$ cat config.mk
export PLATFORM = sky130hd
export DESIGN_NAME = asp_irq_ctrl
export DESIGN_NICKNAME = d
export VERILOG_FILES = /design/src/rtl/asp_irq_ctrl.sv
export SDC_FILE = /design/constraint.sdc
export NUM_CORES = 1
export LEC_CHECK = 0
export CORE_AREA = 8 8 103 105
export DETAILED_ROUTE_END_ITERATION = 12
export DIE_AREA = 0 0 111 113
export GPL_TIMING_DRIVEN = 0
export PLACE_DENSITY_LB_ADDON = 0.25
export SYNTH_ARGS = -nofsm -noshare
export SYNTH_HDL_FRONTEND = slang
export SYNTH_SLANG_ARGS = --single-unit
$ cat constraint.sdc
create_clock -name clk -period 2.8 [get_ports clk]
set_input_delay 0.56 -clock clk [delete_from_list [all_inputs] [get_ports clk]]
set_output_delay 0.56 -clock clk [all_outputs]
set_load 0.005 [all_outputs]
$ cat src/rtl/asp_irq_ctrl.sv
// asp_irq_ctrl: interrupt controller for the ASP shell.
// Edge-detects the source lines into a pending register, applies the software
// enable mask, and presents one vector at a time on the host interrupt port.
// Software sees STATUS/ENABLE/FORCE/SENT_COUNT/ID through a 64-bit CSR slave.
//
// FSM states:
//   state  | meaning
//   S_IDLE | no request outstanding; picks the next candidate round-robin
//   S_REQ  | irq_req_valid high, vector held until the host accepts it
module asp_irq_ctrl #(
  parameter int NUM_IRQ_LINES = 4,
  parameter int IRQ_VEC_W = $clog2(NUM_IRQ_LINES),
  parameter int NUM_IRQ_USED = 3,
  parameter int CSR_DATA_WIDTH = 64,
  parameter int CSR_ADDR_WIDTH = 3,
  parameter logic [CSR_DATA_WIDTH-1:0] VERSION = 'h0001
) (
  input  logic                          clk,
  input  logic                          reset,
  input  logic [NUM_IRQ_USED-1:0]       irq_in,
  input  logic [CSR_ADDR_WIDTH-1:0]     csr_address,
  input  logic                          csr_read,
  input  logic                          csr_write,
  input  logic [CSR_DATA_WIDTH-1:0]     csr_writedata,
  input  logic [CSR_DATA_WIDTH/8-1:0]   csr_byteenable,
  output logic [CSR_DATA_WIDTH-1:0]     csr_readdata,
  output logic                          csr_readdatavalid,
  output logic                          csr_waitrequest,
  output logic                          irq_req_valid,
  output logic [IRQ_VEC_W-1:0]          irq_req_vector,
  input  logic                          irq_req_ready
);

  localparam logic [CSR_ADDR_WIDTH-1:0] ADDR_STATUS = CSR_ADDR_WIDTH'(0);
  localparam logic [CSR_ADDR_WIDTH-1:0] ADDR_ENABLE = CSR_ADDR_WIDTH'(1);
  localparam logic [CSR_ADDR_WIDTH-1:0] ADDR_FORCE  = CSR_ADDR_WIDTH'(2);
  localparam logic [CSR_ADDR_WIDTH-1:0] ADDR_SENT   = CSR_ADDR_WIDTH'(3);
  localparam logic [CSR_ADDR_WIDTH-1:0] ADDR_ID     = CSR_ADDR_WIDTH'(4);

  typedef enum logic {S_IDLE, S_REQ} state_t;

  state_t                    state, state_next;
  logic [NUM_IRQ_USED-1:0]   irq_q;
  logic [NUM_IRQ_USED-1:0]   pending, pending_next;
  logic [NUM_IRQ_USED-1:0]   enable;
  logic [NUM_IRQ_USED-1:0]   in_service;
  logic [NUM_IRQ_USED-1:0]   rise, w1c, force_set, candidates, accept_vec;
  logic [31:0]               sent_count;
  logic [IRQ_VEC_W-1:0]      rr_ptr;
  logic [IRQ_VEC_W-1:0]      sel_vec, hi_vec, lo_vec;
  logic                      hi_found;
  logic                      load_vec;
  logic                      accept;
  logic                      rd_en, wr_en;
  logic [CSR_DATA_WIDTH-1:0] rd_mux;
  logic                      unused_bits;

  // Upper write-data bits and upper byte lanes carry nothing for this block.
  assign unused_bits = ^{csr_writedata[CSR_DATA_WIDTH-1:NUM_IRQ_USED],
                         csr_byteenable[CSR_DATA_WIDTH/8-1:1]};

  assign csr_waitrequest = reset;
  assign rd_en = csr_read && !csr_waitrequest;
  assign wr_en = csr_write && !csr_waitrequest && csr_byteenable[0];

  assign rise       = irq_in & ~irq_q;
  assign candidates = pending & enable & ~in_service;
  assign accept     = (state == S_REQ) && irq_req_ready;
  assign irq_req_valid = (state == S_REQ);

  // Decode W1C and FORCE strobes from byte 0 of a CSR write.
  always_comb begin
    w1c = '0;
    force_set = '0;
    if (wr_en) begin
      if (csr_address == ADDR_STATUS) w1c = csr_writedata[NUM_IRQ_USED-1:0];
      if (csr_address == ADDR_FORCE)  force_set = csr_writedata[NUM_IRQ_USED-1:0];
    end
  end

  // Set terms are OR-ed in after the clear so a same-cycle set wins.
  assign pending_next = (pending & ~w1c) | rise | force_set;

  // One-hot of the vector being accepted this cycle.
  always_comb begin
    accept_vec = '0;
    for (int i = 0; i < NUM_IRQ_USED; i++)
      accept_vec[i] = accept && (irq_req_vector == IRQ_VEC_W'(i));
  end

  // Round-robin pick: lowest candidate at or above rr_ptr, else lowest overall.
  always_comb begin
    hi_found = 1'b0;
    hi_vec = '0;
    lo_vec = '0;
    for (int i = NUM_IRQ_USED - 1; i >= 0; i--) begin
      if (candidates[i]) begin
        lo_vec = IRQ_VEC_W'(i);
        if (IRQ_VEC_W'(i) >= rr_ptr) begin
          hi_vec = IRQ_VEC_W'(i);
          hi_found = 1'b1;
        end
      end
    end
    sel_vec = hi_found ? hi_vec : lo_vec;
  end

  // Request FSM next-state logic.
  always_comb begin
    state_next = state;
    load_vec = 1'b0;
    case (state)
      S_IDLE: begin
        if (|candidates) begin
          state_next = S_REQ;
          load_vec = 1'b1;
        end
      end
      S_REQ: begin
        if (irq_req_ready) state_next = S_IDLE;
      end
      default: state_next = S_IDLE;
    endcase
  end

  // FSM state register and held request vector.
  always_ff @(posedge clk) begin
    if (reset) begin
      state <= S_IDLE;
      irq_req_vector <= '0;
    end else begin
      state <= state_next;
      if (load_vec) irq_req_vector <= sel_vec;
    end
  end

  // Interrupt bookkeeping: edge history, pending, mask, in-service, counters.
  always_ff @(posedge clk) begin
    if (reset) begin
      irq_q <= '0;
      pending <= '0;
      enable <= '0;
      in_service <= '0;
      sent_count <= '0;
      rr_ptr <= '0;
    end else begin
      irq_q <= irq_in;
      pending <= pending_next;
      // in_service drops whenever its pending bit ends up clear.
      in_service <= (in_service | accept_vec) & pending_next;
      if (wr_en && (csr_address == ADDR_ENABLE))
        enable <= csr_writedata[NUM_IRQ_USED-1:0];
      if (accept) begin
        if (sent_count != 32'hFFFF_FFFF) sent_count <= sent_count + 32'd1;
        if (irq_req_vector == IRQ_VEC_W'(NUM_IRQ_USED - 1)) rr_ptr <= '0;
        else rr_ptr <= irq_req_vector + IRQ_VEC_W'(1);
      end
    end
  end

  // CSR read mux; reflects register values before this cycle's writes.
  always_comb begin
    rd_mux = '0;
    case (csr_address)
      ADDR_STATUS: rd_mux[NUM_IRQ_USED-1:0] = pending;
      ADDR_ENABLE: rd_mux[NUM_IRQ_USED-1:0] = enable;
      ADDR_SENT:   rd_mux[31:0] = sent_count;
      ADDR_ID:     rd_mux = VERSION;
      default:     rd_mux = '0;
    endcase
  end

  // Registered read response, one cycle after the accepted read.
  always_ff @(posedge clk) begin
    if (reset) begin
      csr_readdata <= '0;
      csr_readdatavalid <= 1'b0;
    end else begin
      csr_readdatavalid <= rd_en;
      if (rd_en) csr_readdata <= rd_mux;
    end
  end

endmodule

After elaboration in Yosys (flattened, before gate mapping) --
Index checks and enable logic that the tools add are counted.
Operators by class: add/sub/neg operators 2, magnitude comparators 3, equality and inequality tests 7, mux-type cells 27, bitwise gates (word level) 12, reductions and logical operators 13
Operators with widths (number):
- adder 32 x 1 -> 32 bit (second input constant) | 1
- != test 32 bit (second input constant) | 1
- two-way mux 29 bit | 1
- two-way mux 2 bit | 11
- AND 3 bit | 5
- two-way mux 3 bit | 4
- case mux 3 bit (4 select lines) | 1
- two-way mux 1 bit | 9
- inverter 3 bit | 3
- OR 3 bit | 3
- logical AND 1 bit | 8
- == test 3 x 2 -> 1 bit (second input constant) | 2
- >= comparator 1 x 2 -> 1 bit (first input constant) | 2
- == test 3 x 1 -> 1 bit (second input constant) | 1
- == test 3 bit (second input constant) | 1
- zero test 3 bit | 1
- OR reduction 3 bit | 1
- adder 2 x 1 -> 2 bit (second input constant) | 1
- == test 2 x 1 -> 1 bit (second input constant) | 1
- == test 2 bit (second input constant) | 1
- >= comparator 2 bit (first input constant) | 1
- zero test 2 bit | 1
- case mux 1 bit (2 select lines) | 1
- AND reduction 2 bit | 1
- 2 further kinds | 2
Storage, ports and cells: register bits after elaboration 82, output and inout bits 69, word-level logic and storage cells 74

Logic depth before layout (Yosys ltp) --
word-level depth 9, mapped depth 8, depth with buffers taken out 6

Worst setup path before layout --
OpenSTA, ideal clock, no wires.
path type reg-to-reg, start point register sent_count[0], end point register sent_count[30], data arrival time 1.836 ns, setup slack 0.840 ns, stages on the path, launching flop included 8, buffers on the path 1, clock period less this slack 1.960 ns, path through dfxtp_1 -> ha_1 -> nand3_1 -> buf_2 -> nor3_1 -> nand3_2 -> nor3_1 -> mux2_1
On the way: longest elaborated chain between the ends 2, elaborated cells between the ends (all ways) 3, those cells by class 1 x add/sub; 1 x eq/ne; 1 x reduce/logical
RTL lines:
- start, declared | line 48 | logic [31:0] sent_count;
- start signal, assigned | line 154 | if (sent_count != 32'hFFFF_FFFF) sent_count <= sent_count + 32'd1;
- branches (longest 2 deep; another with adder 32 x 1 -> 32 bit)
Parallel ways; which one is timed is not known. A chain may end at the register's enable or synchronous reset.

Worst setup path after layout --
start point input port csr_read, end point register csr_readdata[27]
On the way: longest elaborated chain between the ends 1
RTL lines:
- start, declared | line 22 | input logic csr_read,
- logical AND 1 bit | line 63 | assign rd_en = csr_read && !csr_waitrequest;
- end signal, assigned | line 180 | if (rd_en) csr_readdata <= rd_mux;
- end, declared | line 26 | output logic [CSR_DATA_WIDTH-1:0] csr_readdata,
No other way between the ends.

==> flow_summary.ini <==
[run_status]
status = finished, final reports clean

[clock_tree]
cts_tree = built
post-cts-setup-buffer-count = 0
htreeDepth = 3
hold_buffers = 0
cts_buffers = 9
cts-root-buf = clkbuf_8
cts_num_sinks = 82
cts.path.max_buffers = 2
path_clk_slew_ns = 0.08
cts_resized = 0
insertion_delay_ns = 0.36

[route]
first_pass_iters = 4
drt_wl_total_um = 9300
drt_iter0_markers = 194
avgRoutedWirePerCell_um = 14.9
vias_per_cell = 5.24
vias = 3281
drc_errors = 0
drtAntennaViolNets = 0

[yosys]
ys_async_sr_fraction_pct = 0
synth-edff-count = 0
seq_area_frac_synth_pct = 43.5
synthMuxAreaShare_pct = 2.48
syn_area_um2 = 3780
yosysWarnings = 0
netlist_instances = 419
synth_xor_area_share_pct = 3.94
synth_flop_cell = dfxtp_1
synth_top_family_by_area = simple AND/OR/NAND/NOR gates
syn_area_per_cell_um2 = 9.02
synth_area_leader_cell = dfxtp_1
synthTopCellsByArea = dfxtp_1, nor2_1, buf_4
yosysTopAreaCellShare_pct = 43.5
ys_ff_latch = 82
synthAdderAreaFrac_pct = 0.331
yosys.area_share.simple_pct = 24.1
synth_compound_area_share_pct = 16.0
synth_cell_type_count = 57

[place]
dp.cells = 610
portBuffers = 49
placed_area_um2 = 4520
dp_hpwl_um = 6990
gp_congestion = 0.847
dp_slack_ns = -0.0475

[layout]
diodes = 0
area_delta_synth_final_pct = 24.6
n_fill_cell = 865
finalNonFillerCells = 626
multi_input_area_um2 = 1890
seq_area_um2 = 1640
utilization_pct = 52.4
mostFrequentLayoutCells = dfxtp_1, nor2_1, clkdlybuf4s50_1, buf_4, conb_1
nNetsFinal = 594
layout.cells.most_common = dfxtp_1
drive_gt1_share_pct = 13.6
design_area_um2 = 4710

[floorplanning]
row_count = 35
ios = 152
core_um2 = 8980
die_w_um = 111
dieArea_um2 = 12500
start_util_pct = 42.1
die_height_um = 113

[global_routing]
grt_max_degree = 14
grt_pass1_wl_um = 15500
antenna_found_initial = 0
grt_pass1_vias = 3119
grt.total_usage_pct = 14.9
grt_overflow_total = 0

[timing]
fin_crit_ns = 2.47
fin_crit_sh_pct = 88.0
hold_viol = 0
worst_pin_slew_ns = 0.796
tns_ns = 0
worst_slack_ns = 0.335
max_slew_margin_pct = 46.5
skew_ns = 0.00612
fmax_mhz = 406
finalSetupViolCount = 0
hold_ws_ns = 0.464
slew_viol_final = 0
rsz0062_at_grt = false

[power]
total_leakage_power_nw = 1.81
power_mw = 2.14
powerDensity_nw_per_um2 = 454
vdd.ir_drop.worst_mv = 0.224

[setup_path]
worstSetupPathType = primary input to flop
arrival_ns = 2.76
cp_max_fo = 10
critPathRequiredTime_ns = 3.10
cp-start-kind = primary input
crit_path_end_kind = flop

[run]
max-cap-violations = 0

[hold_path]
hold_path_class = flop to flop
==> report_power, final <==
| part | internal, mW | switching [mW] |
|---|---|---|
| clock | 0.406 | 0.422 |
| sequential | 1.17 | 0.00512 |
| combinational | 0.0628 | 0.0709 |
| total | 1.64 | 0.498 |
==> sequential cells by signal, indices dropped and copies added, names as in the netlist <==
register / flops
irq_q: 3
pending: 3
csr_readdata: 32
sent_count: 32
rr_ptr: 2
enable: 3
in_service: 3
csr_readdatavalid: 1
irq_req_vector: 2
irq_req_valid: 1
==> worst max-delay path, stage by stage <==
cell and delay (ns):
clkdlybuf4s50_1 0.51, nor2b_1 0.29, nand3_1 0.12, nor2_1 0.17, clkbuf_1 0.43, buf_1 0.43
a22oi_1 0.12, nor2_1 0.12
==> worst paths after layout <==
kind	slack, ns	end	startpoint	cells after the start
max	0.33	csr_readdata[27]	csr_read	8
min	0.46	in_service[1]	in_service[1]	1
max reg2reg	0.38	sent_count[30]	sent_count[1]	7
min reg2reg	0.46	in_service[1]	in_service[1]	1
==> routing by layer <==
layer / up-vias / GRT usage (%) / routed length (um)
li1: 1632 / - / -
met1: 1553 / 17.7 / 4200
met2: 85 / 23.9 / 4280
met3: 11 / 5.13 / 694
met4: 0 / 5.95 / 132
met5: - / 0 / 0
==> logic make-up after synthesis <==
kind of cell               count (synthesis)
AOI/OAI and AO/OA                         85
xor gates and xnor gates                  17
adders and majority gates                  1
buffers and inverters                     61
DFF                                       82
muxes                                      9
other                                      1
and+or+nand+nor                          163
==> final cells by class <==
| class | count | share of cell area, % |
|---|---|---|
| plain buffers | 54 | 7.18 |
| inverters | 7 | 0.558 |
| multi-input cells | 307 | 40.1 |
| flip-flops and latches | 82 | 34.9 |
| well taps | 111 | 2.95 |
| clock buffers | 10 | 2.71 |
| repair buffers | 49 | 10.4 |
| clock inverters | 6 | 1.22 |
==> cell usage after synthesis (4+ instances only) <==
cell,n
or4_1,6
nand3b_1,4
buf_1,4
a22oi_1,31
nand3_1,18
dfxtp_1,82
buf_4,33
clkbuf_1,13
nor3_1,5
o21ai_0,11
mux2i_1,6
xor2_1,10
or3_1,9
nor2b_1,8
nand4_1,11
a211oi_1,4
xnor2_1,7
nor2_1,69
inv_1,7
nand2_1,6
nor4_1,4
a21oi_1,18
Power figures use the tool's default switching activity.
